==> src/rtl/quantum_scheduler_pkg.sv <==
// Shared definitions for the quantum scheduler: FSM encoding, trap causes and
// the OS entry address used on every trap.
package quantum_scheduler_pkg;

    localparam logic [2:0] ST_OS     = 3'd0;
    localparam logic [2:0] ST_SELECT = 3'd1;
    localparam logic [2:0] ST_LOAD   = 3'd2;
    localparam logic [2:0] ST_RUN    = 3'd3;
    localparam logic [2:0] ST_TRAP   = 3'd4;

    localparam logic [1:0] TRAP_NONE  = 2'b00;
    localparam logic [1:0] TRAP_QTM   = 2'b01;
    localparam logic [1:0] TRAP_HALT  = 2'b10;
    localparam logic [1:0] TRAP_EMPTY = 2'b11;

    localparam logic [31:0] OS_BASE = 32'd0;

    // A zero quantum would never expire, so it is promoted to one instruction.
    function automatic logic [31:0] quantum_norm(input logic [31:0] v);
        return (v == 32'd0) ? 32'd1 : v;
    endfunction

endpackage

==> src/rtl/quantum_scheduler_rr_pick.sv <==
// Combinational rotating-priority picker: first set request at or after start_i,
// wrapping modulo N (N must be a power of two).
module rr_pick #(
    parameter int N = 4,
    parameter int W = $clog2(N)
) (
    input  logic [N-1:0] req_i,
    input  logic [W-1:0] start_i,
    output logic         found_o,
    output logic [W-1:0] idx_o
);

    logic [W-1:0] cand;

    // Scan from the farthest offset back to start_i so the nearest hit wins.
    always_comb begin
        found_o = 1'b0;
        idx_o   = start_i;
        cand    = start_i;
        for (int i = N - 1; i >= 0; i--) begin
            cand = start_i + W'(i);
            if (req_i[cand]) begin
                found_o = 1'b1;
                idx_o   = cand;
            end
        end
    end

endmodule

==> src/rtl/quantum_scheduler.sv <==
// Round-robin process scheduler driving the PC load port: dispatches ready
// processes, counts retired user instructions and traps to the OS on expiry/halt.
module quantum_scheduler
    import quantum_scheduler_pkg::*;
#(
    parameter int          NPROC  = 4,
    parameter logic [31:0] OS_END = 32'd687,
    parameter logic [31:0] QDEF   = 32'd16,
    parameter int          SW     = $clog2(NPROC)
) (
    input  logic          clock,
    input  logic          reset,
    input  logic          retire,
    input  logic [31:0]   next_pc,
    input  logic          halt,
    input  logic          q_we,
    input  logic [31:0]   q_val,
    input  logic          cfg_we,
    input  logic [SW-1:0] cfg_slot,
    input  logic [31:0]   cfg_pc,
    input  logic          dispatch,
    output logic          pc_load,
    output logic [31:0]   pc_target,
    output logic          running,
    output logic [SW-1:0] cur_slot,
    output logic [1:0]    trap_cause,
    output logic          all_done,
    output logic [2:0]    state_dbg
);

    logic [2:0]       state_q, state_d;
    logic [NPROC-1:0] ready_q, ready_d;
    logic [31:0]      pc_q [NPROC];
    logic [31:0]      pc_d [NPROC];
    logic [SW-1:0]    cur_q, cur_d;
    logic [31:0]      q_pend_q, q_pend_d;
    logic [31:0]      q_act_q, q_act_d;
    logic [31:0]      qcnt_q, qcnt_d;
    logic [1:0]       cause_q, cause_d;
    logic             done_q;

    logic [SW-1:0]    scan_start;
    logic             pick_found;
    logic [SW-1:0]    pick_idx;

    assign scan_start = cur_q + SW'(1);

    rr_pick #(.N(NPROC), .W(SW)) u_pick (
        .req_i   (ready_q),
        .start_i (scan_start),
        .found_o (pick_found),
        .idx_o   (pick_idx)
    );

    always_comb begin
        state_d  = state_q;
        ready_d  = ready_q;
        pc_d     = pc_q;
        cur_d    = cur_q;
        q_pend_d = q_pend_q;
        q_act_d  = q_act_q;
        qcnt_d   = qcnt_q;
        cause_d  = cause_q;

        if (q_we) q_pend_d = quantum_norm(q_val);

        // The running slot's entry belongs to the live process and is protected.
        if (cfg_we && !(state_q == ST_RUN && cfg_slot == cur_q)) begin
            ready_d[cfg_slot] = 1'b1;
            pc_d[cfg_slot]    = cfg_pc;
        end

        case (state_q)
            ST_OS: if (dispatch) state_d = ST_SELECT;
            ST_SELECT: begin
                if (pick_found) begin
                    cur_d   = pick_idx;
                    cause_d = TRAP_NONE;
                    state_d = ST_LOAD;
                end else begin
                    cause_d = TRAP_EMPTY;
                    state_d = ST_OS;
                end
            end
            ST_LOAD: begin
                qcnt_d  = 32'd0;
                q_act_d = q_pend_q;
                state_d = ST_RUN;
            end
            ST_RUN: begin
                if (retire) begin
                    if (halt) begin
                        ready_d[cur_q] = 1'b0;
                        cause_d        = TRAP_HALT;
                        state_d        = ST_TRAP;
                    end else if (next_pc >= OS_END) begin
                        // Retires heading below OS_END are syscalls and not charged.
                        if (qcnt_q == q_act_q - 32'd1) begin
                            pc_d[cur_q] = next_pc;
                            cause_d     = TRAP_QTM;
                            state_d     = ST_TRAP;
                        end else begin
                            qcnt_d = qcnt_q + 32'd1;
                        end
                    end
                end
            end
            ST_TRAP: state_d = ST_OS;
            default: state_d = ST_OS;
        endcase
    end

    always_ff @(posedge clock) begin
        if (reset) begin
            state_q  <= ST_OS;
            ready_q  <= '0;
            for (int i = 0; i < NPROC; i++) pc_q[i] <= 32'd0;
            cur_q    <= SW'(NPROC - 1);
            q_pend_q <= quantum_norm(QDEF);
            q_act_q  <= quantum_norm(QDEF);
            qcnt_q   <= 32'd0;
            cause_q  <= TRAP_NONE;
            done_q   <= 1'b1;
        end else begin
            state_q  <= state_d;
            ready_q  <= ready_d;
            pc_q     <= pc_d;
            cur_q    <= cur_d;
            q_pend_q <= q_pend_d;
            q_act_q  <= q_act_d;
            qcnt_q   <= qcnt_d;
            cause_q  <= cause_d;
            done_q   <= ~|ready_d;
        end
    end

    assign pc_load    = (state_q == ST_LOAD) || (state_q == ST_TRAP);
    assign pc_target  = (state_q == ST_LOAD) ? pc_q[cur_q] : OS_BASE;
    assign running    = (state_q == ST_LOAD) || (state_q == ST_RUN);
    assign cur_slot   = cur_q;
    assign trap_cause = cause_q;
    assign all_done   = done_q;
    assign state_dbg  = state_q;

endmodule

==> config.mk <==
export PLATFORM = sky130hd
export DESIGN_NAME = quantum_scheduler
export DESIGN_NICKNAME = d
export VERILOG_FILES = /design/src/rtl/quantum_scheduler_pkg.sv /design/src/rtl/quantum_scheduler_rr_pick.sv /design/src/rtl/quantum_scheduler.sv
export SDC_FILE = /design/constraint.sdc
export NUM_CORES = 1
export LEC_CHECK = 0
export ABC_CLOCK_PERIOD_IN_PS = 4000
export CAP_MARGIN = 25
export CORE_AREA = 2 2 156 158
export DETAILED_ROUTE_END_ITERATION = 12
export DIE_AREA = 0 0 158 160
export GPL_ROUTABILITY_DRIVEN = 0
export PLACE_DENSITY = 0.83
export SYNTH_ARGS = -nofsm -noshare
export SYNTH_HDL_FRONTEND = slang
export SYNTH_SLANG_ARGS = --single-unit
==> constraint.sdc <==
create_clock -name clock -period 4 [get_ports clock]
set_clock_uncertainty 0.15 [all_clocks]
set_input_delay 0.4 -clock clock [delete_from_list [all_inputs] [get_ports clock]]
set_output_delay 0.4 -clock clock [all_outputs]
set_load 0.005 [all_outputs]
==> flow_summary_export.csv, run 1 <==
group,metric,value,unit
pwr,power_switching,0.00157,W
drt,wire_per_inst,18.7,um
drt,ant_nets,0,
logic_synthesis,synth.top_cell.area_share,35.8,%
critical_path,start_kind,"flop",
clock_tree,clkSlewWorstSetupHoldPaths,0.06,ns
clock_tree,cts-root-buf,"clkbuf_16",
grt,overflow,0,
logic_synthesis,ys_async_sr_fraction,0,%
grt,grt_max_degree,88,
drt,wirelength,36.3,mm
grt,grt_pass1_vias,11772,
clock_tree,holdBufCountCts,0,
finish,final_cell_mix,"dfxtp_1 (234), nand2_1 (205), nor2_1 (205), mux2i_1 (165), clkdlybuf4s50_1 (144)",
pwr,power,0.00596,W
logic_synthesis,synth_seq_cells,236,
pwr,power_density,372,mW/mm^2
finish,final_common_cell,"dfxtp_1",
logic_synthesis,synth_mux_area_share,26.2,%
logic_synthesis,synth_nets,1600,
pwr,share_comb_of_total_power,14.1,%
min_path,hp-class,"in -> reg",
logic_synthesis,ys.flop_type,"dfxtp_1",
drt,firstDrtPassIters,5,
logic_synthesis,synth_edf_count,0,
clock_tree,htreeDepth,1,
run_status,status,"completed",
drt,via_count,11743,
logic_synthesis,synth_top_family_by_area,"multiplexers",
timing,hold_viol,0,
timing,finalCritPeriodShare,96.1,%
pwr,switching_share,26.3,%
timing,max_clock_freq,260,MHz
clock_tree,clockBufferDepth,3,
finish,antennaDiodeCount,0,
logic_synthesis,syn_inst,1489,
logic_synthesis,synthSimpleGateAreaFrac,23.3,%
pwr,clkPwrFrac,43.6,%
die,start_util,55.4,%
pwr,p_seq_share,42.2,%
pwr,intPower,0.00439,W
placed_design,io_buffer_count,146,
timing,setup_viol,0,
critical_path,cp.required,4.25,ns
critical_path,path_class,"reg -> reg",
logic_synthesis,synthesis.yosys.warnings,0,
pwr,vdd_drop_max,0.372,mV
logic_synthesis,synthTopCellsByArea,"dfxtp_1 (36%), mux2i_1 (13%), mux2_2 (8.2%)",
clock_tree,clk_latency,0.55,ns
clock_tree,cts_tree,"yes",
logic_synthesis,synth-adder-area-share,0.569,%
clock_tree,cts.sinks,236,
die,chipWidth,158,um
timing,rsz0062_at_grt,"no",
drt,drt-initial-drc-count,1133,
logic_synthesis,synth_xor_area_share,2.52,%
finish,areaGrowthSynthToFinish,21.4,%
drt,via_per_inst,6.06,
drt,drc,0,
logic_synthesis,synth.distinct_cells,80,
die,dieArea,0.0253,mm^2
placed_design,detailed_place_hpwl,24.4,mm
grt,antenna_found_initial,0,
clock_tree,cts_made_buffers,27,
finish,nNetsFinal,1705,
timing,setup_tns,0,ns
grt,grt_usage,28.4,%
critical_path,cp_max_fo,14,
logic_synthesis,netlist_area,0.0132,mm^2
timing,tightest_slew,0.927,ns
timing,max_slew_margin,38.2,%
finish,drive_gt1_share,15.5,%
finish,stdcell_area,0.0160,mm^2
timing,holdWs,0.188,ns
pwr,p_leak,7.16,nW
critical_path,end_kind,"flop",
critical_path,crit_arrival,4.09,ns
finish,fillers,1848,
timing,fin_crit,3.85,ns
logic_synthesis,synth_area_per_cell,8.86,um^2
die,ios,147,
grt,grt_pass1_wl,58.7,mm
job,maxCapViolations,0,
die,chipHeight,160,um
logic_synthesis,yosysSeqAreaShare,35.8,%
placed_design,place_area,0.0151,mm^2
logic_synthesis,synth_compound_area_share,7.66,%
logic_synthesis,synth_top_area_cell,"dfxtp_1",
die,core_area,0.0238,mm^2
die,num_rows,57,
clock_tree,cts_setup_buffers,0,
timing,slew_violations,0,
[routing by layer]
metal	vias up	part of all wire, %	GRT usage, %
met5	-	0	0
met4	0	3.3	10.4
met3	82	6.3	4.10
met2	462	49	48.7
met1	5685	42	36.3
li1	5514	-	-
[layout make-up]
type,instances,area [um^2],area share [%]
sequential,236,4730,29.5
timing repair buffer,180,1850,11.6
multi-input combinational,1128,8010,50.0
clock buffer,35,766,4.78
tap,324,405,2.53
clock inverter,15,184,1.15
inverter,21,78.8,0.492
[flip-flops by register name, indices dropped and copies added, names as in the netlist]
signal      cells
state_dbg       3
trap_cause      2
cur_slot        2
q_pend_q       32
q_act_q        32
qcnt_q         32
all_done        1
ready_q         4
pc_q          128
[worst max-delay path: stages (launching register included)]
cell,delay [ns]
dfxtp_1,0.38
inv_1,0.09
ha_1,0.19
or4b_2,0.69
nor3_2,0.27
nand2_1,0.15
o41ai_2,0.51
and3_1,0.37
nand4_1,0.33
buf_12,0.28
mux2i_1,0.21
nor2_1,0.06
[per-stage QoR]
step	setup WS [ns]	std cells	utilization (%)
6_report	0.154	1939	67.2
5_1_grt	0.0358	1939	67.2
4_1_cts	0.149	1939	67.2
3_5_place_dp	-0.0167	1889	63.2
3_3_place_gp	-0.0754	1889	63.2
2_1_floorplan	0.461	1489	-
[power by group through the flow]
stage | Combinational, W | Clock [W] | Sequential [W]
5_1_grt | 0.000911 | 0.00271 | 0.00253
3_5_place_dp | 0.000822 | 0 | 0.00256
4_1_cts | 0.000832 | 0.00261 | 0.00251
2_1_floorplan | 0.000531 | 0 | 0.00252
6_report | 0.000842 | 0.00260 | 0.00252
3_3_place_gp | 0.000800 | 0 | 0.00256
[worst paths after layout]
kind	from	end	slack (ns)	depth (start not counted)
setup / recovery	q_act_q[0]	pc_q[33]	0.15	11
hold / removal	reset	qcnt_q[0]	0.19	2
hold reg to reg	q_pend_q[6]	q_act_q[6]	0.30	2
setup reg to reg	q_act_q[0]	pc_q[33]	0.15	11
[cells by family (layout without fill, tap and decap cells)]
logic type	Yosys count	after routing
compound gates	154	154
xor+xnor	38	38
fa+ha+maj	6	6
buf+inv	125	251
flops	236	236
mux	294	294
simple gates	636	636
[repair_timing]
| item | CTS | global route |
|---|---|---|
| hold endpoints to repair | 0 | 0 |
| endpoints found under the setup margin | 0 | 74 |
| gates resized for setup | 0 | 3 |
[cells in the mapped netlist, drive strengths merged, types with 5 or more instances]
library cell and instances:
buf 30, mux2 97, ha 6, a21oi 64
clkbuf 74, a211oi 6, and2 38, nand2b 6
a31oi 9, nor2 206, nand2 206, dfxtp 236
nand4 20, o31ai 5, nor3 19, nor4 27
o211ai 13, or2 6, xor2 17, inv 21
o21ai 21, mux4 32, or4 20, mux2i 165
nor2b 7, nand3 24, and3 15, xnor2 21
or3 15
(Power assumes the default switching activity.)
==> inputs of run 2 (changes only) <==
--- a/config.mk
+++ b/config.mk
@@ -11,6 +11,7 @@
 export DETAILED_ROUTE_END_ITERATION = 12
 export DIE_AREA = 0 0 158 160
 export GPL_ROUTABILITY_DRIVEN = 0
+export GPL_TIMING_DRIVEN = 0
 export PLACE_DENSITY = 0.83
 export SYNTH_ARGS = -nofsm -noshare
 export SYNTH_HDL_FRONTEND = slang
==> run 2 against run 1 <==
Compared with the run above:
- fmax decreased by 2.2%
- first-iteration DRC count down 6.9%
- worst hold slack better by 0.035 ns
- setup slack got worse by 0.086 ns
- utilization grew 0.51 points
- largest cell class unchanged
- global-route usage up 1.6 points
- total power is 2.1% lower
==> flow_summary_export.csv, run 2 (synthesis results as in run 1) <==
group,metric,value,unit
die,chipHeight,160,um
clock_tree,clockBufferDepth,3,
job,maxCapViolations,0,
pwr,power_density,361,mW/mm^2
placed_design,detailed_place_hpwl,27.6,mm
grt,grt_use_met2,51.5,%
finish,final_cells,2016,
finish,areaGrowthSynthToFinish,22.3,%
finish,largest_reg_flops,128,
pwr,p_seq_share,42.7,%
die,ios,147,
timing,max_slew_margin,45.7,%
drt,ant_nets,0,
placed_design,io_buffer_count,145,
run_status,status,"completed",
clock_tree,cts.sinks,236,
grt,grt_max_degree,14,
drt,drc,0,
clock_tree,clkSlewWorstSetupHoldPaths,0.06,ns
pwr,switching_share,26.3,%
drt,via_per_inst,6.06,
timing,slew_violations,0,
grt,grt_busiest_layer,"met2",
die,start_util,55.4,%
clock_tree,cts_tree,"yes",
grt,grt_pass1_wl,61.3,mm
placed_design,dp.cells,1958,
grt,grt_usage,30.1,%
timing,fin_crit,3.93,ns
drt,firstDrtPassIters,6,
grt,gr-usage-met3,5.70,%
drt,wirelength,38.9,mm
drt,drt-initial-drc-count,1055,
finish,top_register,"pc_q",
clock_tree,clk_latency,0.55,ns
grt,overflow,0,
clock_tree,cts_made_buffers,26,
pwr,vdd_drop_max,0.332,mV
timing,max_clock_freq,254,MHz
finish,multiInputGateArea,0.00803,mm^2
pwr,p_leak,7.18,nW
pwr,power_switching,0.00153,W
critical_path,end_kind,"flop",
critical_path,cp.required,4.28,ns
grt,antenna_found_initial,0,
finish,antennaDiodeCount,0,
timing,finalCritPeriodShare,98.3,%
clock_tree,holdBufCountCts,0,
pwr,share_comb_of_total_power,15.5,%
finish,nNetsFinal,1786,
min_path,hp-class,"in -> reg",
critical_path,cp_max_fo,9,
drt,via_count,12214,
drt,wire_per_inst,19.3,um
timing,setup_slack,0.0681,ns
die,dieArea,0.0253,mm^2
finish,fillers,1845,
grt,met1_usage,36.3,%
pwr,clkPwrFrac,41.8,%
die,chipWidth,158,um
timing,setup_viol,0,
placed_design,place_ws,-0.539,ns
pwr,intPower,0.00430,W
finish,final_cell_mix,"dfxtp_1 (236), nor2_1 (206), nand2_1 (205), mux2i_1 (165), clkdlybuf4s50_1 (145)",
finish,drive_gt1_share,14.5,%
die,core_area,0.0238,mm^2
pwr,power,0.00583,W
clock_tree,cts-root-buf,"clkbuf_16",
critical_path,start_kind,"flop",
grt,grt_pass1_vias,12138,
die,num_rows,57,
timing,hold_viol,0,
clock_tree,htreeDepth,1,
critical_path,crit_arrival,4.22,ns
timing,tightest_slew,0.811,ns
finish,seqCellArea,0.00472,mm^2
critical_path,path_class,"reg -> reg",
finish,final_common_cell,"dfxtp_1",
==> run 2: worst paths after layout <==
| kind | start | endpoint | slack [ns] | depth (start not counted) |
|---|---|---|---|---|
| hold reg to reg | q_pend_q[3] | q_act_q[3] | 0.30 | 2 |
| setup reg to reg | q_act_q[7] | qcnt_q[31] | 0.07 | 12 |
| hold / removal | q_we | q_pend_q[3] | 0.22 | 3 |
| setup / recovery | q_act_q[7] | qcnt_q[31] | 0.07 | 12 |
==> run 2: final cells by class <==
| cell class | count | share of cell area, % |
|---|---|---|
| Multi-Input combinational cell | 1128 | 49.7 |
| Clock buffer | 39 | 4.83 |
| Clock inverter | 6 | 0.581 |
| Sequential cell | 236 | 29.3 |
| Tap cell | 324 | 2.51 |
| Timing Repair Buffer | 159 | 9.64 |
| Inverter | 21 | 0.488 |
| Buffer | 103 | 2.95 |
==> run 2: repair_timing <==
item,CTS,global route
gates resized for setup,15,17
endpoints found under the hold margin,0,0
setup buffers,6,8
pin swaps,4,5
setup endpoints to repair,163,164
==> run 2: routing by layer <==
metal,wire [um],part of all wire (%)
met5,0,0
met2,19000,49
met1,15100,39
met3,3140,8.1
met4,1670,4.3
==> run 2: power by group through the flow <==
stage          sequential (W)  combinational [W]  clock, W
6_report              0.00249           0.000904   0.00244
4_1_cts               0.00249           0.000875   0.00245
2_1_floorplan         0.00252           0.000531         0
3_3_place_gp          0.00253           0.000838         0
3_5_place_dp          0.00254           0.000859         0
5_1_grt               0.00249           0.000972   0.00255
==> run 2: critical path, cell delays in order (launching register included) <==
cell,delay (ns)
dfxtp_1,0.29
clkbuf_1,0.24
or4_1,0.64
nor4_4,0.27
buf_4,0.20
nand2_2,0.07
or3_1,0.41
a2111o_1,0.44
and4b_1,0.37
a311oi_4,0.11
buf_4,0.20
nand4_1,0.10
mux2_1,0.33
==> run 2: stage by stage <==
step                setup TNS (ns)  instance area [um^2]  hold slack [ns]  util, %
global route                -0.243                 16100            0.260     67.8
CTS                        -0.0147                 16000            0.221     67.3
detailed placement          -25.71                 15100            0.299     63.2
floorplan                        0                 13200            0.280        -
global placement            -28.80                 15100            0.294     63.2
finish                           0                 16100            0.223     67.8
